--- src/rtl/pim_cmp_pkg.sv ---
// Shared definitions for the PIM column comparators.
//   state_t    : FSM encoding used by the serial comparator (IDLE/RUN/DONE)
//   cnt_width(): bit-counter width for a given operand width
package pim_cmp_pkg;

    typedef enum logic [1:0] {
        ST_IDLE = 2'd0,
        ST_RUN  = 2'd1,
        ST_DONE = 2'd2
    } state_t;

    // CNT_W helper: $clog2(width), never narrower than one bit.
    function automatic int unsigned cnt_width(input int unsigned width);
        return (width <= 1) ? 1 : $clog2(width);
    endfunction

endpackage

--- src/rtl/subtractor_1bit_cmp.sv ---
// One-bit compare-subtract cell. It forms the borrow-out of a - b - bin.
// Chained LSB-first, the final borrow is 1 exactly when the unsigned value A < B.
// Ports:
//   a, b  : operand bits of the current position
//   bin   : borrow from the less-significant positions
//   bout  : borrow into the next position
module subtractor_1bit_cmp (
    input  logic a,
    input  logic b,
    input  logic bin,
    output logic bout
);

    // b wins when the bits differ; otherwise the lower-order verdict propagates.
    assign bout = (~a & b) | (~(a ^ b) & bin);

endmodule

--- src/rtl/lt_int_bitserial.sv ---
// Bit-serial less-than comparator, signed or unsigned, for PIM column logic.
// Operands are captured on the input handshake and walked LSB-first, one bit per clock.
// Y = (A < B) is then held on the output handshake until the consumer takes it.
// Ports:
//   clk, rst             : rising-edge clock, asynchronous active-high reset
//   in_valid / in_ready  : operand handshake (in_ready high only in IDLE)
//   A, B                 : operands, sampled on in_valid & in_ready
//   out_valid / out_ready: result handshake (out_valid held until out_ready)
//   Y                    : 1 iff A < B under the SIGNED rule
module lt_int_bitserial
    import pim_cmp_pkg::*;
#(
    parameter int unsigned WIDTH  = 32,
    parameter bit          SIGNED = 1'b1
) (
    input  logic             clk,
    input  logic             rst,
    input  logic             in_valid,
    output logic             in_ready,
    input  logic [WIDTH-1:0] A,
    input  logic [WIDTH-1:0] B,
    output logic             out_valid,
    input  logic             out_ready,
    output logic             Y
);

    localparam int unsigned      CNT_W    = cnt_width(WIDTH);
    localparam logic [CNT_W-1:0] CNT_LAST = CNT_W'(WIDTH - 1);

    state_t             state_q, state_d;
    logic [WIDTH-1:0]   sa_q, sa_d;
    logic [WIDTH-1:0]   sb_q, sb_d;
    logic [CNT_W-1:0]   cnt_q, cnt_d;
    logic               borrow_q, borrow_d;
    logic               y_q, y_d;
    logic               bit_a, bit_b, borrow_nxt;

    assign bit_a = sa_q[0];
    assign bit_b = sb_q[0];

    subtractor_1bit_cmp u_cell (
        .a    (bit_a),
        .b    (bit_b),
        .bin  (borrow_q),
        .bout (borrow_nxt)
    );

    always_comb begin
        state_d  = state_q;
        sa_d     = sa_q;
        sb_d     = sb_q;
        cnt_d    = cnt_q;
        borrow_d = borrow_q;
        y_d      = y_q;
        unique case (state_q)
            ST_IDLE: begin
                if (in_valid) begin
                    sa_d     = A;
                    sb_d     = B;
                    borrow_d = 1'b0;
                    cnt_d    = '0;
                    state_d  = ST_RUN;
                end
            end
            ST_RUN: begin
                sa_d     = sa_q >> 1;
                sb_d     = sb_q >> 1;
                borrow_d = borrow_nxt;
                cnt_d    = cnt_q + 1'b1;
                if (cnt_q == CNT_LAST) begin
                    if (SIGNED) begin
                        // Differing sign bits decide directly: A negative means A < B.
                        // Equal sign bits leave the magnitude verdict from the lower bits.
                        y_d = (bit_a ^ bit_b) ? bit_a : borrow_q;
                    end else begin
                        y_d = borrow_nxt;
                    end
                    state_d = ST_DONE;
                end
            end
            ST_DONE: begin
                if (out_ready) begin
                    state_d = ST_IDLE;
                end
            end
            default: begin
                state_d = ST_IDLE;
            end
        endcase
    end

    always_ff @(posedge clk or posedge rst) begin
        if (rst) begin
            state_q  <= ST_IDLE;
            sa_q     <= '0;
            sb_q     <= '0;
            cnt_q    <= '0;
            borrow_q <= 1'b0;
            y_q      <= 1'b0;
        end else begin
            state_q  <= state_d;
            sa_q     <= sa_d;
            sb_q     <= sb_d;
            cnt_q    <= cnt_d;
            borrow_q <= borrow_d;
            y_q      <= y_d;
        end
    end

    assign in_ready  = (state_q == ST_IDLE);
    assign out_valid = (state_q == ST_DONE);
    assign Y         = y_q;

endmodule
--- config.mk ---
export PLATFORM = sky130hd
export DESIGN_NAME = lt_int_bitserial
export DESIGN_NICKNAME = d
export VERILOG_FILES = /design/src/rtl/pim_cmp_pkg.sv /design/src/rtl/subtractor_1bit_cmp.sv /design/src/rtl/lt_int_bitserial.sv
export SDC_FILE = /design/constraint.sdc
export NUM_CORES = 1
export LEC_CHECK = 0
export CORE_MARGIN = 8
export CORE_UTILIZATION = 57
export CTS_CLUSTER_SIZE = 30
export DETAILED_ROUTE_END_ITERATION = 12
export GPL_TIMING_DRIVEN = 0
export PLACE_DENSITY = 0.94
export SYNTH_ARGS = -nofsm -noshare
export SYNTH_HDL_FRONTEND = slang
export SYNTH_SLANG_ARGS = --single-unit
--- constraint.sdc ---
create_clock -name clk -period 5.75 [get_ports clk]
set_input_delay 1.15 -clock clk [delete_from_list [all_inputs] [get_ports clk]]
set_output_delay 1.15 -clock clk [all_outputs]
set_load 0.01 [all_outputs]
==> metrics.md <==
| Metric | Value |
|---|---|
| Outcome | `completed` |
| GRT Overall Usage | `0.215` |
| Final period util | `0.542` |
| Number of hold violations in the final report | `0` |
| DR vias/cell | `a little over 6` |
| Number of synthesized flops with an enable pin | `0` |
| CTS tree | `done` |
| Crit path kind | `register to primary output` |
| ANT nets after route | `0` |
| Leading area contributor after synthesis | `dfrtp_1` |
| Syn nets | `469` |
| Gates resized, CTS repair | `0` |
| Core area | `6640 sq um` |
| Top cells by instance count after synthesis | `dfrtp_1 (73), a21oi_1 (65), o21ai_1 (65), nor2b_1 (63), a22oi_1 (61)` |
| Ranking of synthesized cells by area | `dfrtp_1 (47%), a22oi_1 (12%), nor2b_1 (10%)` |
| Placer Congestion | `0.806` |
| Root buf cell | `clkbuf_8` |
| Via count | `between 3000 and 4000` |
| Die height | `between 90 and 100 microns` |
| Final WL | `slightly above 10000 microns` |
| Core Util, Final | `0.740` |
| Die area | `slightly below 10000 sq um` |
| Grt ovf | `0` |
| Number of setup violations in the final report | `0` |
| Leakage | `2.05 nW` |
| RSZ-0062 raised after global routing | `false` |
| Fmax achieved | `around 0.32 GHz` |
| Most frequent cell after synthesis | `dfrtp_1` |
| FP Rows | `30` |
| CP Capture Type | `primary output` |
| Nets@finish | `550` |
| Syn_area_per_cell | `just under 10 sq um` |
| Clock tree buffer depth | `2` |
| Fin. max-slew vios | `0` |
| Post-synthesis cell count | `about 400` |
| Pwr Density | `433 nW/um^2` |
| Vias in the first global route | `around 3600` |
| CTS Hold Bufs | `0` |
| End of the worst hold path | `cnt_q[0]$_DFFE_PP0P_` |
| Starting Density | `0.579` |
| Worst hold path class | `register to register` |
| Main synth FF type | `dfrtp_1` |
| Share of the synthesized area in the top cell type | `0.475` |
| Maximum vdd drop | `0.213 mV` |
| N_diodes | `0` |
| Initial DRC count | `between 200 and 300` |
| Worst reg2reg endpoint | `sb_q[26]$_DFFE_PP0P_` |
| Slowest cell delay on critical path | `between 0.5 and 0.6 ns` |
| CTS H-tree lvls | `3` |
| Layout Skew | `about 0.013 ns` |
| Top Ports | `71` |
| Post-Layout Cell Count | `roughly 560` |
| Syn. warnings | `0` |
| Mean routed wirelength per cell | `approximately 18 microns` |
| Total CTS buffers | `9` |
| Tightest Pin Transition | `roughly 0.9 ns` |
| Global-route wire length before repair | `about 17000 microns` |
| Worst hold path depth | `1` |
| Area Overhead vs Synth | `27.8%` |
| DP HPWL | `6890 microns` |
| Initial antenna violation count | `0` |
| Max transition margin | `0.401` |
| Worst-Skew Late Latency | `around 0.35 ns` |
| Yosys reg bits | `73` |
| Clk pin slew, worst setup/hold paths | `roughly 0.08 ns` |
| DRC | `0` |
| Sequential-to-total area share from yosys stat | `0.475` |
| Tmin final | `between 3 and 4 ns` |
| Crit path DAT | `~2.0 ns` |
| Worst path slowest cell | `clkdlybuf4s50_1` |
| CP max FO | `10` |
| Reg2Reg Setup Slack | `between 4 and 5 ns` |
| Share of layout cells above drive strength 1 | `0.101` |
| Number of max-cap violations | `0` |
| Port bufs | `70` |
| Worst EP required | `4.60 ns` |
| DIE WIDTH | `~98 microns` |
| DR pass1 iterations | `5` |
| Clk sinks | `73` |
| Post-CTS Setup Inserts | `0` |
| Synth Cell Area | `roughly 3800 sq um` |
| Reg2reg start | `state_q[0]$_DFFE_PP0P_` |
| Startpoint Class | `register` |
| Most common cell on crit path | `buf_2` |
| Distinct cell type count after synthesis | `26` |
| HP Start | `cnt_q[0]$_DFFE_PP0P_` |
| Dpl cells | `548` |
| Asr flop ratio synth | `1.00` |
| R2r worst-path depth | `6` |
| Ordered cell list for the critical path | `buf_4, buf_2, buf_2, nor2_1, clkdlybuf4s50_1` |
| Largest net degree at the start of global routing | `74` |
| Setup TNS | `0 ns` |
[layout by cell type, fill, tap and decap left out, types with 2 or more instances in the layout]
| cell | n |
|---|---|
| clkdlybuf4s50_1 | 70 |
| o21ai_1 | 65 |
| nand2b_1 | 3 |
| nand3_1 | 2 |
| nand2_1 | 6 |
| buf_4 | 4 |
| buf_6 | 13 |
| a21oi_1 | 65 |
| nor2b_1 | 63 |
| a22oi_1 | 61 |
| a22o_1 | 5 |
| clkbuf_1 | 7 |
| inv_1 | 3 |
| buf_2 | 13 |
| ha_1 | 3 |
| dfrtp_1 | 73 |
| bufinv_16 | 4 |
| clkbuf_8 | 10 |
[how the worst max path moves through the flow]
| stage | cells past startpoint | end | startpoint | slack (ns) |
|---|---|---|---|---|
| after floorplan | 1 | Y$_DFFE_PP0P_ | rst | 2.75 |
| after global placement | 2 | sa_q[11]$_DFFE_PP0P_ | rst | 1.56 |
| after detailed placement | 5 | in_ready | state_q[1]$_DFFE_PP0P_ | 3.03 |
| after CTS | 5 | in_ready | state_q[1]$_DFFE_PP0P_ | 2.63 |
| after global routing | 5 | in_ready | state_q[1]$_DFFE_PP0P_ | 2.53 |
| final | 5 | in_ready | state_q[1]$_DFFE_PP0P_ | 2.63 |
[worst max-delay path, delay by kind of cell, from the launching register on]
family                 cells  cell delay [ns]
buffers and inverters      4             1.12
DFF                        1             0.37
and+or+nand+nor            1             0.11
[power by group]
group          internal, mW  switching (mW)
logic                 0.366           0.371
registers             0.703           0.153
clock network         0.342           0.193
[sequential cells by signal, summed over array words and instances, names as in the netlist]
| register | count |
|---|---|
| sb_q | 32 |
| Y | 1 |
| sa_q | 32 |
| borrow_q | 1 |
| state_q | 2 |
| cnt_q | 5 |
[metal layers]
metal	vias up	global-route usage	wire length, microns
met5	-	0	0
met1	1690	0.259	4160
li1	1609	-	-
met3	30	0.0384	560
met4	0	0.103	293
met2	138	0.363	5310
[final cells by class]
type / instances / area [sq um]
flip-flops and latches: 73 / 1830
multi-input cells: 284 / 1740
fillers: 441 / 1730
repair buffers: 70 / 701
plain buffers: 37 / 268
clock buffers: 10 / 138
clock inverters: 5 / 128
well taps: 80 / 100
inverters: 4 / 17.5
[through the flow]
| stage | total power [mW] | worst slack, ns | instance area (sq um) | hold WS, ns |
|---|---|---|---|---|
| detailed placement | 1.57 | 3.03 | 4650 | 0.494 |
| global placement | 1.52 | 1.56 | 4650 | 0.489 |
| global route | 2.24 | 2.53 | 4910 | 0.541 |
| finish | 2.13 | 2.63 | 4910 | 0.506 |
| CTS | 2.12 | 2.63 | 4910 | 0.509 |
| floorplan | 1.35 | 2.75 | 3850 | 0.456 |
[cell families (layout without fill, tap and decap cells)]
group,count (synthesis),after routing,share of synthesized area
AO/OA/AOI/OAI,201,201,0.313
adder cells (fa/ha/maj),3,3,0.00976
buffers and inverters,41,126,0.0735
flip-flops,73,73,0.475
multiplexers,1,1,0.00260
AND/OR/NAND/NOR,79,79,0.127
Power figures use the tool's default switching activity.
